File: config.mk
export PLATFORM = sky130hd
export DESIGN_NAME = inverse_permutation_func_flat
export DESIGN_NICKNAME = d
export VERILOG_FILES = /design/src/rtl/inverse_permutation_func_if.sv /design/src/rtl/inverse_permutation_func.sv /design/src/flat_wrapper.sv
export SDC_FILE = /design/constraint.sdc
export NUM_CORES = 1
export LEC_CHECK = 0
export CAP_MARGIN = 5
export CELL_PAD_IN_SITES_DETAIL_PLACEMENT = 1
export CELL_PAD_IN_SITES_GLOBAL_PLACEMENT = 1
export CORE_MARGIN = 3
export CORE_UTILIZATION = 32
export CTS_BUF_LIST = sky130_fd_sc_hd__clkbuf_4 sky130_fd_sc_hd__clkbuf_8 sky130_fd_sc_hd__clkbuf_16
export CTS_CLUSTER_DIAMETER = 50
export DETAILED_ROUTE_END_ITERATION = 6
export PLACE_DENSITY_LB_ADDON = 0.1
export SLEW_MARGIN = 10
export SYNTH_ARGS = -nofsm -noshare
export SYNTH_HDL_FRONTEND = slang
export SYNTH_SLANG_ARGS = --single-unit
File: constraint.sdc
create_clock -name clk -period 1.52 [get_ports clk]
set_clock_uncertainty 0.1 [all_clocks]
set_input_delay 0.228 -clock clk [delete_from_list [all_inputs] [get_ports clk]]
set_output_delay 0.228 -clock clk [all_outputs]
set_load 0.01 [all_outputs]
File: src/rtl/inverse_permutation_func_if.sv
`default_nettype none
// ============================================================================
//  Module      : inverse_permutation_func_if
//  Description : Memory-side bus of inverse_permutation_func: run control,
//                line read address/data and the write-back strobe.
//                Optional macro PI_FORWARD_SEL_EN adds the fwd select line.
//  Revision    : 1.0  initial release
// ============================================================================
interface inverse_permutation_func_if;
    logic        start;
    logic [24:0] line_in;
    logic [6:0]  cnt_value;
    logic        write_enable;
    logic [24:0] write_value;
    logic        donee;
`ifdef PI_FORWARD_SEL_EN
    logic        fwd;

    modport master (
        input  start,
        input  line_in,
        input  fwd,
        output cnt_value,
        output write_enable,
        output write_value,
        output donee
    );

    modport slave (
        output start,
        output line_in,
        output fwd,
        input  cnt_value,
        input  write_enable,
        input  write_value,
        input  donee
    );
`else
    modport master (
        input  start,
        input  line_in,
        output cnt_value,
        output write_enable,
        output write_value,
        output donee
    );

    modport slave (
        output start,
        output line_in,
        input  cnt_value,
        input  write_enable,
        input  write_value,
        input  donee
    );
`endif
endinterface
`default_nettype wire

File: src/rtl/inverse_permutation_func.sv
`default_nettype none
// ============================================================================
//  Module      : inverse_permutation_func
//  Description : Streams LINES 25-bit Keccak slices from memory, applies the
//                inverse pi lane permutation and writes each result back via
//                a one-cycle strobe. Macro PI_FORWARD_SEL_EN adds a per-run
//                forward/inverse select (fwd).
//  Revision    : 1.0  initial release
// ============================================================================
module inverse_permutation_func #(
    parameter int LINES     = 64,
    parameter int ADDR_BASE = 63
) (
    input wire clk,
    input wire rst,
    inverse_permutation_func_if.master bus
);

    localparam int LINE_W = (LINES > 1) ? $clog2(LINES) : 1;

    localparam logic [1:0] c_st_idle  = 2'd0;
    localparam logic [1:0] c_st_read  = 2'd1;
    localparam logic [1:0] c_st_write = 2'd2;
    localparam logic [1:0] c_st_done  = 2'd3;

    localparam logic [6:0]        c_addr_base = 7'(ADDR_BASE);
    localparam logic [LINE_W-1:0] c_last_line = LINE_W'(LINES - 1);
    localparam logic [LINE_W-1:0] c_line_one  = LINE_W'(1);

    logic [1:0]        r_state;
    logic [1:0]        w_state_nxt;
    logic [LINE_W-1:0] r_line;
    logic [24:0]       r_wval;
    logic              r_start_d;
    logic              r_start_seen;
    logic              w_start_edge;
    logic              w_we;
    logic              w_done;
    logic [24:0]       w_inv;
    logic [24:0]       w_slice;

    // Slice bit 5*y+x holds lane (x,y); inverse pi: out(x,y) = in(y,(2x+3y) mod 5).
    for (genvar gy = 0; gy < 5; gy++) begin : g_inv_y
        for (genvar gx = 0; gx < 5; gx++) begin : g_inv_x
            assign w_inv[5*gy+gx] = bus.line_in[5*((2*gx+3*gy)%5)+gy];
        end
    end

`ifdef PI_FORWARD_SEL_EN
    logic        r_fwd;
    logic [24:0] w_fwd;

    // Forward pi: out(x,y) = in((x+3y) mod 5, x).
    for (genvar gy = 0; gy < 5; gy++) begin : g_fwd_y
        for (genvar gx = 0; gx < 5; gx++) begin : g_fwd_x
            assign w_fwd[5*gy+gx] = bus.line_in[5*gx+((gx+3*gy)%5)];
        end
    end

    assign w_slice = r_fwd ? w_fwd : w_inv;

    always_ff @(posedge clk or negedge rst) begin
        if (!rst) begin
            r_fwd <= 1'b0;
        end else if ((r_state == c_st_idle) && w_start_edge) begin
            r_fwd <= bus.fwd;
        end
    end
`else
    assign w_slice = w_inv;
`endif

    // A start level already high when reset releases must not count as an
    // edge, so one post-reset sample is required before edges are accepted.
    assign w_start_edge = r_start_seen & ~r_start_d & bus.start;

    always_ff @(posedge clk or negedge rst) begin
        if (!rst) begin
            r_state <= c_st_idle;
        end else begin
            r_state <= w_state_nxt;
        end
    end

    always_comb begin
        w_state_nxt = r_state;
        case (r_state)
            c_st_idle: begin
                if (w_start_edge) begin
                    w_state_nxt = c_st_read;
                end
            end
            c_st_read: begin
                w_state_nxt = c_st_write;
            end
            c_st_write: begin
                if (r_line == c_last_line) begin
                    w_state_nxt = c_st_done;
                end else begin
                    w_state_nxt = c_st_read;
                end
            end
            c_st_done: begin
                if (!bus.start) begin
                    w_state_nxt = c_st_idle;
                end
            end
            default: begin
                w_state_nxt = c_st_idle;
            end
        endcase
    end

    always_comb begin
        w_we   = 1'b0;
        w_done = 1'b0;
        case (r_state)
            c_st_write: w_we   = 1'b1;
            c_st_done:  w_done = 1'b1;
            default: begin
                w_we   = 1'b0;
                w_done = 1'b0;
            end
        endcase
    end

    always_ff @(posedge clk or negedge rst) begin
        if (!rst) begin
            r_line       <= '0;
            r_wval       <= '0;
            r_start_d    <= 1'b0;
            r_start_seen <= 1'b0;
        end else begin
            r_start_d    <= bus.start;
            r_start_seen <= 1'b1;
            case (r_state)
                c_st_idle: begin
                    r_line <= '0;
                end
                c_st_read: begin
                    r_wval <= w_slice;
                end
                c_st_write: begin
                    if (r_line != c_last_line) begin
                        r_line <= r_line + c_line_one;
                    end
                end
                c_st_done: begin
                    // Leaving DONE restores the idle output values.
                    if (!bus.start) begin
                        r_line <= '0;
                        r_wval <= '0;
                    end
                end
                default: begin
                    r_line <= '0;
                end
            endcase
        end
    end

    assign bus.cnt_value    = c_addr_base + 7'(r_line);
    assign bus.write_value  = r_wval;
    assign bus.write_enable = w_we;
    assign bus.donee        = w_done;

endmodule
`default_nettype wire
File: src/flat_wrapper.sv
// flat-port wrapper written by rule: the top's interface ports become plain ports
module inverse_permutation_func_flat 
#(
    parameter int LINES     = 64,
    parameter int ADDR_BASE = 63
)
  (clk, rst, bus_start, bus_line_in, bus_cnt_value, bus_write_enable, bus_write_value, bus_donee);
  inverse_permutation_func_if bus_i ();
  input wire clk;
  input wire rst;
  input wire logic [$bits(bus_i.start)-1:0] bus_start;
  input wire logic [$bits(bus_i.line_in)-1:0] bus_line_in;
  output wire logic [$bits(bus_i.cnt_value)-1:0] bus_cnt_value;
  output wire logic [$bits(bus_i.write_enable)-1:0] bus_write_enable;
  output wire logic [$bits(bus_i.write_value)-1:0] bus_write_value;
  output wire logic [$bits(bus_i.donee)-1:0] bus_donee;
  assign bus_i.start = bus_start;
  assign bus_i.line_in = bus_line_in;
  assign bus_cnt_value = bus_i.cnt_value;
  assign bus_write_enable = bus_i.write_enable;
  assign bus_write_value = bus_i.write_value;
  assign bus_donee = bus_i.donee;
  inverse_permutation_func #(.LINES(LINES), .ADDR_BASE(ADDR_BASE)) u_core (.clk(clk), .rst(rst), .bus(bus_i));
endmodule
Word level (Yosys, flattened, before mapping)
Cells that the tools add are included.

Output and inout port bits: 34. Input bits: 28. Word-level logic and storage cells: 35. Register bits after elaboration: 35.

Eq/ne operators: 8. Muxes and demuxes: 11. $add $sub $neg: 2. Bitwise operators: 3. Reductions and logical operators: 6.

Operators with widths (count): 25-bit one-hot mux with 2 select lines (1); 25-bit 2-to-1 mux (1); 6-bit one-hot mux with 3 select lines (1); 6-bit 2-to-1 mux (2); 2-bit one-hot mux with 4 select lines (1); 6-bit by 6-bit adder with 7-bit output, first input constant (1); 6-bit by 1-bit adder with 6-bit output, second input constant (1); 6-bit == test, second input constant (1); 2-bit 2-to-1 mux (3); 6-bit inequality test, second input constant (1); 2-bit == test, second input constant (2); 2-bit by 1-bit inequality test with 1-bit output, second input constant (2); 2-bit AND reduction (2); 3-bit AND reduction (1); 3-bit nonzero test (1); 1-bit bitwise AND (2); 2-bit by 1-bit == test with 1-bit output, second input constant (1); 2-bit logical NOT (1); 1-bit 2-to-1 mux (2); 2-bit inequality test, second input constant (1); 2-bit nonzero test (1); 1-bit inverter (1).

Depth between registers and ports, before layout
Depth in word-level cells: 5. Gate-level depth with buffers: 5. Gate-level depth less buffers: 4.

Worst setup path after synthesis
Ideal clock, no wire load.

Path type: reg-to-output. Start: register u_core.r_line[0]. End: output bus_cnt_value[6]. Data required time: 1.192 ns. Arrival time: 1.178 ns. Stages on the path, launching flop included: 5. Path slack: 0.014 ns. Path buffers: 0. Path through: dfrtp_1 > inv_1 > ha_1 > nand2_1 > or3_1.

Longest elaborated chain between the ends: 1.

Ends and longest elaborated chain: start: declaration (RTL line inverse_permutation_func.sv:32) `logic [LINE_W-1:0] r_line;`; start signal: assignment (RTL line inverse_permutation_func.sv:145) `r_line <= r_line + c_line_one;`; 6-bit by 6-bit adder with 7-bit output (RTL line inverse_permutation_func.sv:162) `assign bus.cnt_value = c_addr_base + 7'(r_line);`; end: declaration (RTL line flat_wrapper.sv:13) `output wire logic [$bits(bus_i.cnt_value)-1:0] bus_cnt_value;`.

Every way passes these cells.

Final worst setup path
Start: register u_core.r_line[1]. End: output bus_cnt_value[6].

The elaborated chain is that of the path after synthesis.

==> summary.md <==
| Metric | Value |
|---|---|
| Drt pass-1 iters | `4` |
| Unique masters post-synth | `34` |
| Final setup viols | `7` |
| Iteration-0 DRC Markers | `80` |
| Clock Sinks | `35` |
| Avg Cell Area, Syn | `12.55 um^2` |
| Maxcap violations | `0` |
| Clock Latency Late Sink | `280 ps` |
| Worst EP arrival | `1530 ps` |
| Max Root-Sink Buffers | `2` |
| M1 wire length | `1.946 mm` |
| Slowest stage delay, CP | `400 ps` |
| Combinational Power Share | `0.570` |
| Crit path max fanout | `2` |
| Clk slew on worst S/H paths | `70 ps` |
| Leakage | `0.001443 uW` |
| Drt via density | `5.299` |
| Met2 WL | `2.755 mm` |
| Row cnt | `24` |
| Yosys top cell area share | `0.5863` |
| CTS HTree Levels | `2` |
| Slowest-stage cell, CP | `dfrtp_1` |
| Die height | `74.33 um` |
| Number of global-route vias before repair | `1,502` |
| Syn Nets | `149` |
| Peak supply drop | `0.9581 mV` |
| I/O pins | `62` |
| Worst setup margin | `-339.0 ps` |
| Post-route ant nets | `0` |
| Synth top cells by count | `35 x dfrtp_1, 26 x a22o_1, 5 x a21oi_1` |
| Pwr/cell area | `1874 mW/mm^2` |
| Mapped cell area | `0.001494 mm^2` |
| Period utilization | `1.223` |
| RSZ-0062 raised after global routing | `true` |
| Post-DP HPWL | `3.223 mm` |
| Crit Path Class | `reg2out` |
| Main synth FF type | `dfrtp_1` |
| Crit. End Element | `output port` |
| Clock share of power | `0.134` |
| Data required, critical path | `1190 ps` |
| Violated checks | `negative setup slack` |
| Most common cell in the netlist | `dfrtp_1` |
| First-pass GRT wire length | `7.493 mm` |
| Die area | `0.005524 mm^2` |
| Synth warn | `0` |
| Fin nets | `245` |
| Cell taking the most area after synthesis | `dfrtp_1` |
| CP startpoint kind | `register` |
| Post-Syn Instances | `119` |
| DR WL met3 | `376 um` |
| Die Wd | `74.33 um` |
| Post-synth EDFFs | `0` |
| DRC viols | `0` |
| Slew Viols, Final | `0` |
| Multi-input combinational cell area | `636.9 um^2` |
| Final WL | `5.269 mm` |
| Sequential Power Share | `0.297` |
| Endpoints failing hold | `0` |
| Async set or reset register ratio after synthesis | `1.000` |
| Setup Slack @ Placement | `-417.0 ps` |
| P&R area growth vs syn | `79.23%` |
| Max Used Layer | `met4` |
| Pint | `3241 uW` |
| Final core utilization | `0.6025` |
| CORE AREA | `0.004444 mm^2` |
| Crit-path cells | `inv_1 -> ha_4 -> nand2_2 -> or3_1 -> buf_2` |
| Largest cells by area after synthesis | `dfrtp_1 59%, a22o_1 15%, a41oi_1 1.8%` |
| CTS tree | `yes` |
| Via Count | `1,420` |
| Initial Util | `0.3361` |
| Fmax | `537.9 MHz` |
| Fillers | `461` |
| Wire length per cell | `19.66 um` |
| Global placement routability congestion | `0.7811` |
| All-Layer GR Usage | `0.1821` |
| ANT cells | `0` |
| Total CTS buffers | `5` |
| Initial antenna violation count | `0` |
| Status | `finished, violations left` |
| Port buffer count | `61` |
| FF+latch count, synth | `35` |
| Hold WC Path Type | `in2async` |
| Post-synthesis sequential area ratio | `0.5863` |
| Layout cell share with drive strength beyond 1 | `0.3472` |
| Grt ovf | `0` |
| Root Driver | `clkbuf_8` |
| Fin crit period | `1859 ps` |
| Sequential Area | `877.1 um^2` |
| Sw power | `1778 uW` |
| Switching part of the total | `0.3542` |
| Largest net degree at the start of global routing | `26` |
## metal layers
metal,up-vias,global-route usage
met2,63,0.3169
met5,-,0
met4,0,0.07905
met1,704,0.2090
met3,17,0.05135
li1,636,-
## repair_timing
item,4_1_cts,5_1_grt
buffers inserted,8,3
hold endpoints to repair,17,0
pin swaps,9,7
gates cloned,1,2
setup endpoints to repair,23,58
hold buffers,1,0
gates resized for setup,50,38
## worst max-delay path, delay by kind of cell (launching register included)
kind | cells | cell delay [ps]
flops | 1 | 400
simple gates | 2 | 420
buf+inv | 2 | 270
fa+ha+maj | 1 | 160
## power groups by stage
stage               registers [uW]  clock network (uW)  logic (uW)
detailed placement            1520                   0        2480
global route                  1540                 747        3070
CTS                           1490                 686        2550
global placement              1490                   0        2390
floorplan                     1650                   0         931
finish                        1490                 670        2860
## cell usage in the layout (no fill, tap or decap), drive strengths merged
cell type / instances
clkinv: 1
clkdlybuf4s50: 26
nor2b: 1
a31o: 1
conb: 1
a41oi: 3
nor3: 1
or3: 1
dlygate4sd3: 1
inv: 4
dlygate4sd2: 6
mux2: 1
o31ai: 1
dlymetal6s2s: 20
clkinvlp: 1
ha: 2
nand4: 3
nor2: 3
a31oi: 1
xnor2: 1
o2bb2ai: 1
nand2b: 2
dfrtp: 35
nand2: 5
nor3b: 1
nand4b: 1
o21ai: 3
a22o: 26
a41o: 1
and3: 2
and2: 1
clkbuf: 9
a21oi: 5
buf: 42
xor2: 3
## flip-flops by register name, indices dropped and copies added (netlist names)
| register | cells |
|---|---|
| u_core.bus.write_value | 25 |
| u_core.r_start_d | 1 |
| u_core.r_line | 6 |
| u_core.r_state | 2 |
| u_core.r_start_seen | 1 |
## metrics by stage
step	instance area (um^2)	hold WS, ps	TNS (ps)	std cells	power, uW
4_1_cts	2492	333.5	-1048	263	4728
3_3_place_gp	2303	77.37	-1331	246	3882
3_5_place_dp	2303	93.20	-2061	246	3995
6_report	2678	328.9	-1190	268	5019
2_1_floorplan	1494	-167.6	0	119	2581
5_1_grt	2678	352.0	-1797	268	5354
## cells by family after synthesis
family | after synthesis | synth area share
buf+inv | 14 | 0.05192
compound gates | 42 | 0.2245
flops | 35 | 0.5863
fa+ha+maj | 2 | 0.01675
simple gates | 20 | 0.08711
mux | 1 | 0.007537
other cells | 1 | 0.002510
xor+xnor | 4 | 0.02345
## area by class of cell
cell class                 count  share of cell area
inverter                       5            0.008411
multi-input combinational     71              0.2379
sequential                    35              0.3276
tap                           52             0.02430
clock buffer                   7             0.03131
timing repair buffer          97              0.3687
clock inverter                 1            0.001869
## final timing paths
kind / cells past startpoint / slack, ps / end / start
max in group asynchronous: 3 / 540 / u_core.r_line[2] / rst
min in group clk: 1 / 340 / u_core.r_state[0] / u_core.r_start_d
worst min-delay path: 2 / 330 / u_core.bus.write_value[22] / rst
worst max-delay path: 5 / -340 / bus_cnt_value[6] / u_core.r_line[1]
worst max register to register: 6 / -40 / u_core.r_line[0] / u_core.r_line[1]
worst min register to register: 1 / 340 / u_core.r_state[0] / u_core.r_start_d
No activity file was read; power rests on OpenSTA's default activity.
